===== config.mk =====
export PLATFORM = sky130hd
export DESIGN_NAME = mmr_intr_regs
export DESIGN_NICKNAME = d
export VERILOG_FILES = /design/src/rtl/mmr_intr_pkg.sv /design/src/rtl/mmr_intr_coalesce.sv /design/src/rtl/mmr_intr_regs.sv
export SDC_FILE = /design/constraint.sdc
export NUM_CORES = 1
export LEC_CHECK = 0
export ABC_CLOCK_PERIOD_IN_PS = 1350
export BUFFER_PORTS_ARGS = -buffer_cell sky130_fd_sc_hd__buf_2
export CAP_MARGIN = 5
export CELL_PAD_IN_SITES_DETAIL_PLACEMENT = 1
export CELL_PAD_IN_SITES_GLOBAL_PLACEMENT = 1
export CORE_MARGIN = 2
export CORE_UTILIZATION = 25
export CTS_BUF_LIST = sky130_fd_sc_hd__clkbuf_4 sky130_fd_sc_hd__clkbuf_8
export DETAILED_ROUTE_END_ITERATION = 12
export HOLD_SLACK_MARGIN = 0.05
export PLACE_DENSITY = 0.64
export SETUP_SLACK_MARGIN = 0.15
export SYNTH_ARGS = -nofsm -noshare
export SYNTH_HDL_FRONTEND = slang
export SYNTH_SLANG_ARGS = --single-unit

===== constraint.sdc =====
create_clock -name clock_i -period 1.35 [get_ports clock_i]
set_input_delay 0.135 -clock clock_i [delete_from_list [all_inputs] [get_ports clock_i]]
set_output_delay 0.135 -clock clock_i [all_outputs]
set_load 0.01 [all_outputs]

===== src/rtl/mmr_intr_pkg.sv =====
// mmr_intr_pkg: shared constants, address-map helpers and coalescing types for the
// register-side endpoint of the mmr_intr interface.
//   MMR_INTR_WORD_W     - width of one interrupt word
//   isr_addr/imr_addr   - word address of ISR[i] / IMR[i]
//   coal_cfg_addr       - word address of COAL_CFG for N interrupt words
//   COAL_* field bounds - bit positions of cnt_thr and timeout inside COAL_CFG
//   coal_state_t        - coalescing controller states
package mmr_intr_pkg;

    localparam int MMR_INTR_WORD_W = 32;

    localparam int COAL_FIELD_W       = 16;
    localparam int COAL_CNT_THR_LSB   = 0;
    localparam int COAL_CNT_THR_MSB   = 15;
    localparam int COAL_TIMEOUT_LSB   = 16;
    localparam int COAL_TIMEOUT_MSB   = 31;

    typedef enum logic [1:0] {
        COAL_IDLE   = 2'd0,
        COAL_HOLD   = 2'd1,
        COAL_ASSERT = 2'd2
    } coal_state_t;

    function automatic int isr_addr(input int i);
        return 2 * i;
    endfunction

    function automatic int imr_addr(input int i);
        return 2 * i + 1;
    endfunction

    function automatic int coal_cfg_addr(input int n);
        return 2 * n;
    endfunction

endpackage


===== src/rtl/mmr_intr_coalesce.sv =====
// mmr_intr_coalesce: interrupt coalescing controller. Holds off irq until enough
// enabled events have been seen or a timeout expires after the first one.
//   clock_i, reset_i          - clock, synchronous active-high reset
//   any_enabled_event_i       - some enabled bit has a set pulse this cycle
//   any_enabled_pending_i     - some enabled bit is pending in ISR
//   cfg_i                     - current COAL_CFG word
//   cfg_wr_i, cfg_wr_timeout_i - COAL_CFG is being written, with the new timeout
//   irq_o                     - coalesced interrupt request
//
// state  | meaning
// IDLE   | nothing enabled is pending
// HOLD   | pending work, waiting for count threshold or timer expiry
// ASSERT | irq driven high until all enabled pending bits are cleared
module mmr_intr_coalesce
    import mmr_intr_pkg::*;
(
    input  logic                    clock_i,
    input  logic                    reset_i,
    input  logic                    any_enabled_event_i,
    input  logic                    any_enabled_pending_i,
    input  logic [31:0]             cfg_i,
    input  logic                    cfg_wr_i,
    input  logic [COAL_FIELD_W-1:0] cfg_wr_timeout_i,
    output logic                    irq_o
);

    localparam logic [1:0] ST_IDLE   = COAL_IDLE;
    localparam logic [1:0] ST_HOLD   = COAL_HOLD;
    localparam logic [1:0] ST_ASSERT = COAL_ASSERT;

    logic [1:0]              state_q, state_d;
    logic [COAL_FIELD_W-1:0] cnt_q, cnt_d;
    logic [COAL_FIELD_W-1:0] timer_q, timer_d;
    logic [COAL_FIELD_W-1:0] thr;
    logic [COAL_FIELD_W-1:0] timeout;
    logic                    timer_expired;

    // A threshold of 0 would mean "assert before any event"; treat it as 1.
    assign thr = (cfg_i[COAL_CNT_THR_MSB:COAL_CNT_THR_LSB] == '0)
               ? COAL_FIELD_W'(1) : cfg_i[COAL_CNT_THR_MSB:COAL_CNT_THR_LSB];
    assign timeout       = cfg_i[COAL_TIMEOUT_MSB:COAL_TIMEOUT_LSB];
    assign timer_expired = (timeout != '0) && (timer_q == '0);

    always_comb begin
        state_d = state_q;
        timer_d = timer_q;
        cnt_d   = cnt_q;

        // An event in the very cycle the last bit is cleared still counts.
        if (!any_enabled_pending_i && !any_enabled_event_i) begin
            cnt_d = '0;
        end else if (any_enabled_event_i && (cnt_q != '1)) begin
            cnt_d = cnt_q + 1'b1;
        end

        if (!any_enabled_pending_i) begin
            state_d = ST_IDLE;
        end else begin
            case (state_q)
                ST_IDLE: begin
                    state_d = ST_HOLD;
                    timer_d = timeout;
                end
                ST_HOLD: begin
                    if ((cnt_q >= thr) || timer_expired) begin
                        state_d = ST_ASSERT;
                    end else if (cfg_wr_i) begin
                        timer_d = cfg_wr_timeout_i;
                    end else if (timer_q != '0) begin
                        timer_d = timer_q - 1'b1;
                    end
                end
                ST_ASSERT: state_d = ST_ASSERT;
                default:   state_d = ST_IDLE;
            endcase
        end
    end

    always_ff @(posedge clock_i) begin
        if (reset_i) begin
            state_q <= ST_IDLE;
            cnt_q   <= '0;
            timer_q <= '0;
        end else begin
            state_q <= state_d;
            cnt_q   <= cnt_d;
            timer_q <= timer_d;
        end
    end

    assign irq_o = (state_q == ST_ASSERT);

endmodule


===== src/rtl/mmr_intr_regs.sv =====
// mmr_intr_regs: register-side endpoint of the mmr_intr interface. Owns the
// interrupt status (ISR, read / write-1-to-clear) and mask (IMR, read/write) words,
// accepts per-bit set pulses from the event side and drives a level irq.
//   clock_i, reset_i   - clock, synchronous active-high reset
//   isr_pulses_i       - one-cycle set pulses, word i at [32i+31:32i]
//   isr_o, imr_o       - current status / mask words
//   reg_wr_i, reg_rd_i - register port write / read strobes
//   reg_addr_i         - word address: 2i=ISR[i], 2i+1=IMR[i], 2N=COAL_CFG
//   reg_wdata_i        - write data
//   reg_rdata_o        - read data, one cycle after reg_rd_i
//   reg_rvalid_o       - one-cycle pulse per read
//   irq_o              - interrupt request, level
// Optional feature macro MMR_INTR_COALESCE_EN adds COAL_CFG and coalesced irq.
module mmr_intr_regs
    import mmr_intr_pkg::*;
#(
    parameter int N      = 1,
    parameter int ADDR_W = 5
) (
    input  logic                         clock_i,
    input  logic                         reset_i,
    input  logic [N*MMR_INTR_WORD_W-1:0] isr_pulses_i,
    output logic [N*MMR_INTR_WORD_W-1:0] isr_o,
    output logic [N*MMR_INTR_WORD_W-1:0] imr_o,
    input  logic                         reg_wr_i,
    input  logic                         reg_rd_i,
    input  logic [ADDR_W-1:0]            reg_addr_i,
    input  logic [31:0]                  reg_wdata_i,
    output logic [31:0]                  reg_rdata_o,
    output logic                         reg_rvalid_o,
    output logic                         irq_o
);

    localparam int W = N * MMR_INTR_WORD_W;

    logic [W-1:0] isr_q, isr_d;
    logic [W-1:0] imr_q, imr_d;
    logic [31:0]  rdata_q, rdata_d;
    logic         rvalid_q;

    // Clear first, then OR in pulses so a same-cycle pulse wins over W1C.
    always_comb begin
        isr_d = isr_q;
        imr_d = imr_q;
        for (int i = 0; i < N; i++) begin
            if (reg_wr_i && (reg_addr_i == ADDR_W'(isr_addr(i)))) begin
                isr_d[i*MMR_INTR_WORD_W +: MMR_INTR_WORD_W] =
                    isr_q[i*MMR_INTR_WORD_W +: MMR_INTR_WORD_W] & ~reg_wdata_i;
            end
            if (reg_wr_i && (reg_addr_i == ADDR_W'(imr_addr(i)))) begin
                imr_d[i*MMR_INTR_WORD_W +: MMR_INTR_WORD_W] = reg_wdata_i;
            end
        end
        isr_d = isr_d | isr_pulses_i;
    end

`ifdef MMR_INTR_COALESCE_EN
    logic [31:0] cfg_q;
    logic        cfg_wr;

    assign cfg_wr = reg_wr_i && (reg_addr_i == ADDR_W'(coal_cfg_addr(N)));

    always_ff @(posedge clock_i) begin
        if (reset_i) begin
            cfg_q <= 32'h0000_0001;
        end else if (cfg_wr) begin
            cfg_q <= reg_wdata_i;
        end
    end

    mmr_intr_coalesce u_coalesce (
        .clock_i               (clock_i),
        .reset_i               (reset_i),
        .any_enabled_event_i   (|(isr_pulses_i & imr_q)),
        .any_enabled_pending_i (|(isr_q & imr_q)),
        .cfg_i                 (cfg_q),
        .cfg_wr_i              (cfg_wr),
        .cfg_wr_timeout_i      (reg_wdata_i[COAL_TIMEOUT_MSB:COAL_TIMEOUT_LSB]),
        .irq_o                 (irq_o)
    );
`else
    logic irq_q;

    always_ff @(posedge clock_i) begin
        if (reset_i) begin
            irq_q <= 1'b0;
        end else begin
            irq_q <= |(isr_q & imr_q);
        end
    end

    assign irq_o = irq_q;
`endif

    // Read mux sees pre-write register values, so a same-cycle write is not visible.
    always_comb begin
        rdata_d = '0;
        for (int i = 0; i < N; i++) begin
            if (reg_addr_i == ADDR_W'(isr_addr(i))) begin
                rdata_d = isr_q[i*MMR_INTR_WORD_W +: MMR_INTR_WORD_W];
            end
            if (reg_addr_i == ADDR_W'(imr_addr(i))) begin
                rdata_d = imr_q[i*MMR_INTR_WORD_W +: MMR_INTR_WORD_W];
            end
        end
`ifdef MMR_INTR_COALESCE_EN
        if (reg_addr_i == ADDR_W'(coal_cfg_addr(N))) begin
            rdata_d = cfg_q;
        end
`endif
    end

    always_ff @(posedge clock_i) begin
        if (reset_i) begin
            isr_q    <= '0;
            imr_q    <= '0;
            rdata_q  <= '0;
            rvalid_q <= 1'b0;
        end else begin
            isr_q    <= isr_d;
            imr_q    <= imr_d;
            rvalid_q <= reg_rd_i;
            if (reg_rd_i) begin
                rdata_q <= rdata_d;
            end
        end
    end

    assign isr_o        = isr_q;
    assign imr_o        = imr_q;
    assign reg_rdata_o  = rdata_q;
    assign reg_rvalid_o = rvalid_q;

endmodule


# Word-level counts from Yosys, hierarchy flattened
# Index checks and enable logic that the tools add are counted.
# classes
muxes	3
reduce_logical	4
bitwise	4
n_eq_ne	1
n_shift	0
n_div	0
addsub	0
n_mul	0
magnitude_cmp	0
# op_table
cell	n
2-to-1 mux 32 bit	3
AND 32 bit	2
inverter 32 bit	1
OR 32 bit	1
OR reduction 32 bit	1
== test 5 x 1 -> 1 bit, second input constant	1
zero test 5 bit	1
logical AND 1 bit	2
# totals
romBits	0
ramBits	0
latch_bits	0
ff_bits	98
memories	0
in_bits	73
word_cells	17

# Longest topological paths before layout
# Gate-level depths: netlist (run 1).
# depth
depth_word	4
mapped_depth	5
depth_no_buf	3

# Worst setup path after synthesis (run 1)
# No wires, ideal clock.
# synth_path
path_type	input -> register
from	in reg_addr_i[3]
to	reg isr_q[22] (netlist: isr_o[22])
cell_stages	5
t_arrival_ns	1.239
path_buffers	2
path_slack_ns	-0.022
setup_time_ns	0.132
cell_sequence	or4_1 buf_6 buf_6 o31ai_2 a21oi_1
# synth_between
elab_chain_cells	4
# synth_rtl
element	line	rtl
start: declaration	mmr_intr_regs.sv:27	input logic [ADDR_W-1:0] reg_addr_i,
zero test 5 bit	mmr_intr_regs.sv:46	if (reg_wr_i && (reg_addr_i == ADDR_W'(isr_addr(i)))) begin
logical AND 1 bit	mmr_intr_regs.sv:46	
2-to-1 mux 32 bit	mmr_intr_regs.sv:46	
OR 32 bit	mmr_intr_regs.sv:54	isr_d = isr_d | isr_pulses_i;
end signal: assignment	mmr_intr_regs.sv:120	isr_q <= isr_d;
end: declaration	mmr_intr_regs.sv:36	logic [W-1:0] isr_q, isr_d;
# Every way passes these cells.
# A chain may end at the register's enable or synchronous reset.

# Final worst setup path (run 1)
# layout_path
from	reg isr_q[20] (netlist: isr_o[20])
to	reg irq_q (netlist: irq_o)
# layout_between
elab_chain_cells	2
# layout_rtl
element	line	rtl
AND 32 bit	mmr_intr_regs.sv:88	irq_q <= |(isr_q & imr_q);
OR reduction 32 bit	mmr_intr_regs.sv:88	
end signal: assignment	mmr_intr_regs.sv:88	
end: declaration	mmr_intr_regs.sv:82	logic irq_q;
# Every way passes these cells.

==> results.txt, run 1 <==
* Post-route clock period utilization: 0.911
- CTS built an H-tree with a depth of 3.
* End of the worst register-to-register path: irq_o$_SDFF_PP0_
* Largest vdd supply drop: approximately 0.41 mV
* Worst EP arrival: about 1500 ps
- In the final layout, the share of cells above drive strength 1 is 0.412.
* Status: completed
* Internal: 4.48 mW
- Startpoint-to-endpoint class of the critical path: reg -> reg
* Die Ht: ~140 µm
* Synth-to-Final Area Change: 54.4%
- # Max-Cap Violations: 0
- Clock network power share: 0.316
- At the pin with the least slew margin, the transition time is ~440 ps.
- In the global route stage, overall resource usage came out at 0.203.
- In the routed design, unresolved DRC markers number 0.
- The first global-routing pass estimated 31.5 mm of wire.
* Routed via count divided by cell count: around 5.2
- After clock tree synthesis, the clock-pin slew on the worst setup and hold paths is 100 ps.
- Setup violations remaining at the end of the flow were counted as 0.
- Unrepaired setup endpoints after global routing: true
- Maximum number of pins on one net before global-route repair: 66
- The completed layout was analyzed and its total power is approximately 6.4 mW.
- The clock net in this run drives a total of 98 sinks.
- The tree is rooted in a sky130_fd_sc_hd__clkbuf_8.
- Switching power: 1.90 mW
* Sum of overflow across all layers after global routing: 0
- Horizontal extent of the die: 139 µm
* Number of cells on the worst reg-to-reg path: 3
* Clock buffers created by TritonCTS: 9
* Most area-consuming cells after synthesis: sky130_fd_sc_hd__dfxtp_1 43%, sky130_fd_sc_hd__o31ai_2 7.7%, sky130_fd_sc_hd__a21oi_1 7.0%, sky130_fd_sc_hd__nand3_1 7.0%, sky130_fd_sc_hd__a311oi_1 6.1%
- On the final layout, the worst hold slack is slightly above 100 ps.
* Clock tree from TritonCTS: done
- Leakage power figure: 2.95 nW
* Latest clock arrival within the worst-skew pair: 390 ps
* Number of slew-limit violations in the final report: 0
- Post-synthesis register bit count: 98
- For this block, wires on met1 add up to 9.17 mm.
* Category of the worst setup path capture point: register
- Of the total power, the share spent switching nets is 0.297.
- Routability-driven placement finished with a final weighted congestion of 0.817.
- Power per cell area: 905 nW/µm²
* Origin of the worst setup path: isr_o[20]$_SDFF_PP0_
- After detailed routing, the average wire length per cell comes to 19.5 µm.
- Of the total power, combinational logic draws 0.194.
- NumNets Final: 867
* Total routed wirelength: between 20 and 25 mm
- During synthesis, Yosys emitted a total of 0 warnings.
* Port-buffer cells: 170
- The core region is around 18000 µm².
- The floorplan has 49 rows.
- Counting the fill cells in the layout gives 2151.
- Cell count after synthesis: 539
- After detailed placement, the design holds a cell count of approximately 950.
* Required time worst endpoint: approximately 1600 ps
- For this run, the register share of the synthesized area comes to 0.429.
- Number of primary I/O pins: between 150 and 200
- Reg2reg setup slack: 120 ps
- Once layout is complete, the utilization of the core stands at 0.393.
- Synthesized cell area: about 4600 µm²
- CP max FO: 2
* Slew Limit Headroom: 0.706
* Detailed Route Iter0 Violations: 318
- Mean post-synth cell area: 8.48 µm²
- Max Clk Rate: 813 MHz
- Area enclosed by the die boundary: between 15000 and 20000 µm²
- The synthesized netlist contains 21 unique library cells.
- Post-route minimum period: about 1200 ps
- In this run the deepest clock path goes through 2 buffers.
- The first detailed-routing pass took 5 iterations.
* Vias in the first global route: 5516
- Summing over every cut layer, the via total after detailed routing is 5364.
- The final number of hold-violating endpoints is 0.
- The library cell used most frequently in the layout, excluding fill and tap cells, is sky130_fd_sc_hd__buf_2.
- The worst register-to-register path begins at isr_o[20]$_SDFF_PP0_.
* Element type at the critical path start: register
- The initial utilization of the core area, before any placement, comes to 0.254.
- Between clock sinks in the finished design, the worst skew comes to 13.8 ps.
- The share of synthesized area in the top cell type comes to 0.429.
* Sequential share of power: 0.490
- Once layout is complete, the cells apart from fillers number 1027.
- Post-synthesis net count: ~610
- Most area-hungry cell type in the Yosys netlist: sky130_fd_sc_hd__dfxtp_1
* Most used cells in the layout excluding fill and tap cells: 167 x sky130_fd_sc_hd__buf_2, 69 x sky130_fd_sc_hd__dfxtp_1, 64 x sky130_fd_sc_hd__a21oi_1, 64 x sky130_fd_sc_hd__nand3_1, 64 x sky130_fd_sc_hd__dlygate4sd3_1
- Number of antenna cells inserted: 0
* Highest metal used: met4
- Kind of path behind the tightest hold check: in -> reg
- The detail route stage leaves a number of antenna-violating nets equal to 0.
- Initial antenna violation count: 0
- Detailed routing placed a total of 758 µm of wire on met3.
- DP HPWL: 13.7 mm
- After detailed routing, the met2 layer carries between 9 and 10 mm of wire.
* Critical path endpoint: irq_o$_SDFF_PP0_
-- layer usage --
metal,up-vias,GRT usage
met3,28,0.0262
li1,2515,-
met2,157,0.333
met1,2664,0.273
met5,-,0
met4,0,0.0781
-- flip-flops by register name (all words and copies together) (netlist names) --
signal,flops
irq_o,1
reg_rdata_o,32
isr_o,32
reg_rvalid_o,1
imr_o,32
-- power by group through the flow --
stage | Clock, mW | Sequential (mW) | Combinational [mW]
after global placement | 0 | 3.17 | 1.06
after floorplan | 0 | 3.24 | 0.422
after global routing | 2.16 | 3.14 | 1.34
after detailed placement | 0 | 3.17 | 1.08
after CTS | 2.05 | 3.12 | 1.23
final | 2.02 | 3.12 | 1.24
-- worst min path at each step --
| stage | depth (start not counted) | from | endpoint | slack, ps |
|---|---|---|---|---|
| after floorplan | 2 | isr_pulses_i[0] | isr_o[0]$_SDFF_PP0_ | 270 |
| after global placement | 3 | isr_pulses_i[1] | isr_o[1]$_SDFF_PP0_ | 380 |
| after detailed placement | 3 | isr_pulses_i[2] | isr_o[2]$_SDFF_PP0_ | 380 |
| after CTS | 3 | reg_addr_i[0] | imr_o[19]$_SDFFE_PP0P_ | 100 |
| after global routing | 3 | reg_addr_i[0] | imr_o[31]$_SDFFE_PP0P_ | 110 |
| final | 3 | reg_addr_i[0] | imr_o[31]$_SDFFE_PP0P_ | 100 |
-- logic make-up (layout without fill, tap and decap cells) --
family	after synthesis	count (layout)	synth area share
DFF	98	98	0.429
buffers and inverters	97	356	0.0948
AOI/OAI and AO/OA	177	177	0.296
and+or+nand+nor	167	167	0.180
-- cell type report --
type                            count  area, µm²  share of cell area
Inverter                           35        131              0.0186
Sequential cell                    98       2000               0.283
Multi-Input combinational cell    344       2240               0.317
Clock buffer                       10        138              0.0195
Timing Repair Buffer              306       2210               0.313
Clock inverter                      5       55.1             0.00781
Tap cell                          229        287              0.0406
-- metrics by stage --
stage          TNS (ps)  instance area, µm²  worst slack, ps
3_5_place_dp      -9580                6120             -199
2_1_floorplan         0                4590             7.64
5_1_grt               0                7050             38.2
4_1_cts               0                7020              128
3_3_place_gp      -6280                6120             -127
6_report              0                7050              120
-- worst max-delay path, cell delays in order, from the launching register on --
cell and delay, ps:
sky130_fd_sc_hd__dfxtp_2 350, sky130_fd_sc_hd__a22oi_2 240, sky130_fd_sc_hd__nand4_1 110, sky130_fd_sc_hd__o41a_1 430
-- timing repair --
action | 4_1_cts | 5_1_grt
pin swaps | 7 | 1
hold buffers | 64 | 0
gates resized for setup | 18 | 25
buffers inserted | 0 | 0
setup endpoints to repair | 4 | 24
endpoints found under the hold margin | 64 | 0
-- cell usage after synthesis, drive strengths merged --
cell type,count
dfxtp,98
a21oi,64
a311oi,32
nor2b,1
nand3,64
o41a,1
buf,21
nor2,32
or4,1
clkbuf,41
o31ai,64
nand4,36
inv,35
a22oi,16
nor4,1
nand2,32
No activity file was read; power rests on OpenSTA's default activity.
==> run 2, diff against run 1 <==
--- a/config.mk
+++ b/config.mk
@@ -11,11 +11,11 @@
 export CELL_PAD_IN_SITES_DETAIL_PLACEMENT = 1
 export CELL_PAD_IN_SITES_GLOBAL_PLACEMENT = 1
 export CORE_MARGIN = 2
-export CORE_UTILIZATION = 25
+export CORE_UTILIZATION = 33
 export CTS_BUF_LIST = sky130_fd_sc_hd__clkbuf_4 sky130_fd_sc_hd__clkbuf_8
 export DETAILED_ROUTE_END_ITERATION = 12
 export HOLD_SLACK_MARGIN = 0.05
-export PLACE_DENSITY = 0.64
+export PLACE_DENSITY = 0.8
 export SETUP_SLACK_MARGIN = 0.15
 export SYNTH_ARGS = -nofsm -noshare
 export SYNTH_HDL_FRONTEND = slang
==> run 2 against run 1 <==
Against the previous run:
- clock skew fell by 2.3 ps
- highest routed layer unchanged
- first-iteration DRC count grew 16%
- hold slack better by 69 ps
==> results.txt, run 2 (same netlist as run 1, synthesis figures left out) <==
- Clock network power share: 0.318
- Initial antenna violation count: 1
- In the final design database the tool counted 870 nets.
- Internal power comes to between 4 and 5 mW.
- In this run the static leakage power is 3.00 nW.
* Layout filler cell count: 1596
- Cell at the root of the clock tree: sky130_fd_sc_hd__clkbuf_8
- Slew Limit Headroom: 0.674
- Clock buffers created by TritonCTS: 9
- Count of nets left with antenna violations after detail routing: 0
* Max Clk Rate: 774 MHz
- On the final layout, the worst hold slack is ~170 ps.
- In the routed layout, each cell is associated on average with a via count of 5.72.
* CP peak stage delay: 400 ps
- In the layout the commonest cells are 168 x sky130_fd_sc_hd__buf_2, 86 x sky130_fd_sc_hd__dfxtp_1, 64 x sky130_fd_sc_hd__a21oi_1, 64 x sky130_fd_sc_hd__nand3_1, 64 x sky130_fd_sc_hd__dlygate4sd3_1.
- Logic pwr share: 0.198
- Clk slew on worst S/H paths: approximately 100 ps
* Wire length of the first global-routing pass: 31.1 mm
- The floorplan has 42 rows.
- Walking the worst path, the cells encountered are a22oi_2, nand4_1, o41a_1.
* Maximum number of pins on one net before global-route repair: 49
- Pin placement for this block handled approximately 170 I/O pins.
- Element type at the critical path start: register
* Area enclosed by the die boundary: 14800 µm²
- Max H-tree Level: 3
* Detailed Route Iter0 Violations: approximately 370
* Port-buffer cells: 170
* Startpoint-to-endpoint class of the critical path: reg -> reg
* Switching power: 1.88 mW
- Status: completed
* Worst Max-Slew Pin Slew: 489 ps
- The number of global-route vias before repair was 5661.
- The tree built by TritonCTS fans out to 98 sinks.
* # Max-Cap Violations: 0
* Starting density of the core: 0.341
* Sum of overflow across all layers after global routing: 0
* Kind of path behind the tightest hold check: in -> reg
- Crit path max-delay family: compound AO/OA/AOI/OAI gates
- Of the available clock period, the critical path in the final layout requires 0.957.
- Core outline area: 13400 µm²
- Slowest cell on crit path: sky130_fd_sc_hd__o41a_1
- The clock arrives with 11.5 ps of skew.
- Detailed-route via count: 5597
- Total setup violations reported at the end of the flow: 0
- Die Ht: 122 µm
* Total routed wirelength: 21.0 mm
* Share of total power consumed by net switching: 0.291
- Hold Fails Final Rpt: 0
- Post-route minimum period: 1290 ps
- Power per cell area: 906 nW/µm²
- GRT Overall Usage: 0.272
- Area of all placed cells without fillers: 7130 µm²
* Power after layout: 6.46 mW
- Unrepaired setup endpoints after global routing: true
- Worst EP arrival: 1560 ps
- TritonCTS built the clock tree.
- The share of total power dissipated in sequential elements is 0.484.
* Final RePlAce weighted congestion: between 0.9 and 1
- After legalization and detailed placement, the total HPWL measured roughly 13 mm.
- CP max FO: 2
* Routed WL per cell: 21.4 µm
- Buffers & Inverters on Critical Path: 0
- The library cell used most frequently in the layout, excluding fill and tap cells, is sky130_fd_sc_hd__buf_2.
* Category of the worst setup path capture point: register
- Maximum count of clock buffers along a single path: 2
* Instance area at placement: about 6100 µm²
* Largest vdd supply drop: 0.435 mV
* Latest clock arrival within the worst-skew pair: 390 ps
- Required time worst endpoint: 1620 ps
- Number of slew-limit violations in the final report: 0
- In the routed design, unresolved DRC markers number 0.
- Share of cells above drive strength 1: 0.398
- At the end of the flow the core is filled with cells to 0.532.
- Compared with the post-synthesis result, the final layout area differs by 56.0%.
- 1st-pass router iterations: 6
* Horizontal extent of the die: 122 µm
[run 2: cell count changes in the layout (fill, tap and decap cells not counted), moves of 2 or more]
cell | previous run | this run
sky130_fd_sc_hd__dfxtp_2 | 29 | 11
sky130_fd_sc_hd__buf_4 | 61 | 56
sky130_fd_sc_hd__a311oi_2 | 0 | 6
sky130_fd_sc_hd__a22oi_2 | 12 | 9
sky130_fd_sc_hd__a311oi_1 | 32 | 26
sky130_fd_sc_hd__a22oi_1 | 4 | 7
sky130_fd_sc_hd__dfxtp_1 | 69 | 86
sky130_fd_sc_hd__buf_12 | 13 | 15
sky130_fd_sc_hd__clkbuf_16 | 0 | 4
[run 2: metrics by stage]
stage               instances  worst slack [ps]  TNS [ps]
finish                    979              58.5         0
global placement          893              -155     -8910
global route              979              39.9         0
CTS                       974               104         0
detailed placement        893              -179    -11240
floorplan                 539              7.64         0
[run 2: final timing paths]
| kind | startpoint | to | slack (ps) | depth (start not counted) |
|---|---|---|---|---|
| setup / recovery | imr_o[22]$_SDFFE_PP0P_ | irq_o$_SDFF_PP0_ | 60 | 3 |
| setup reg to reg | imr_o[22]$_SDFFE_PP0P_ | irq_o$_SDFF_PP0_ | 60 | 3 |
| hold / removal | reg_wr_i | imr_o[24]$_SDFFE_PP0P_ | 170 | 3 |
| hold reg to reg | reg_rdata_o[6]$_SDFFE_PP0P_ | reg_rdata_o[6]$_SDFFE_PP0P_ | 490 | 2 |
[run 2: worst min-delay path: stages]
cell and delay [ps]:
sky130_fd_sc_hd__buf_2 200, sky130_fd_sc_hd__nand4_1 130, sky130_fd_sc_hd__a21oi_1 50
[run 2: layout make-up]
class	count	area [µm²]	share of cell area
Antenna cell	1	2.50	0.000351
Clock buffer	12	159	0.0223
Clock inverter	4	50.0	0.00702
Inverter	35	131	0.0184
Multi-Input combinational cell	344	2260	0.317
Sequential cell	98	1980	0.278
Tap cell	176	220	0.0309
Timing Repair Buffer	309	2320	0.326
[run 2: timing repair]
| item | 4_1_cts | 5_1_grt |
|---|---|---|
| endpoints found under the hold margin | 64 | 0 |
| buffers inserted | 1 | 0 |
| gates resized for setup | 12 | 18 |
| hold buffers | 64 | 0 |
| gates cloned | 0 | 4 |
| setup endpoints to repair | 2 | 21 |
| pin swaps | 4 | 7 |
[run 2: routing by layer]
layer / wire (µm) / share of wire / GRT usage
met3: 1280 / 0.061 / 0.0407
met4: 1020 / 0.049 / 0.139
met2: 10200 / 0.49 / 0.450
met5: 0 / 0 / 0
met1: 8480 / 0.40 / 0.343
[run 2: power groups by stage]
stage,Combinational [mW],Clock (mW),Sequential (mW)
2_1_floorplan,0.422,0,3.24
3_3_place_gp,1.03,0,3.17
3_5_place_dp,1.06,0,3.18
4_1_cts,1.22,2.07,3.12
5_1_grt,1.37,2.19,3.14
6_report,1.28,2.05,3.13
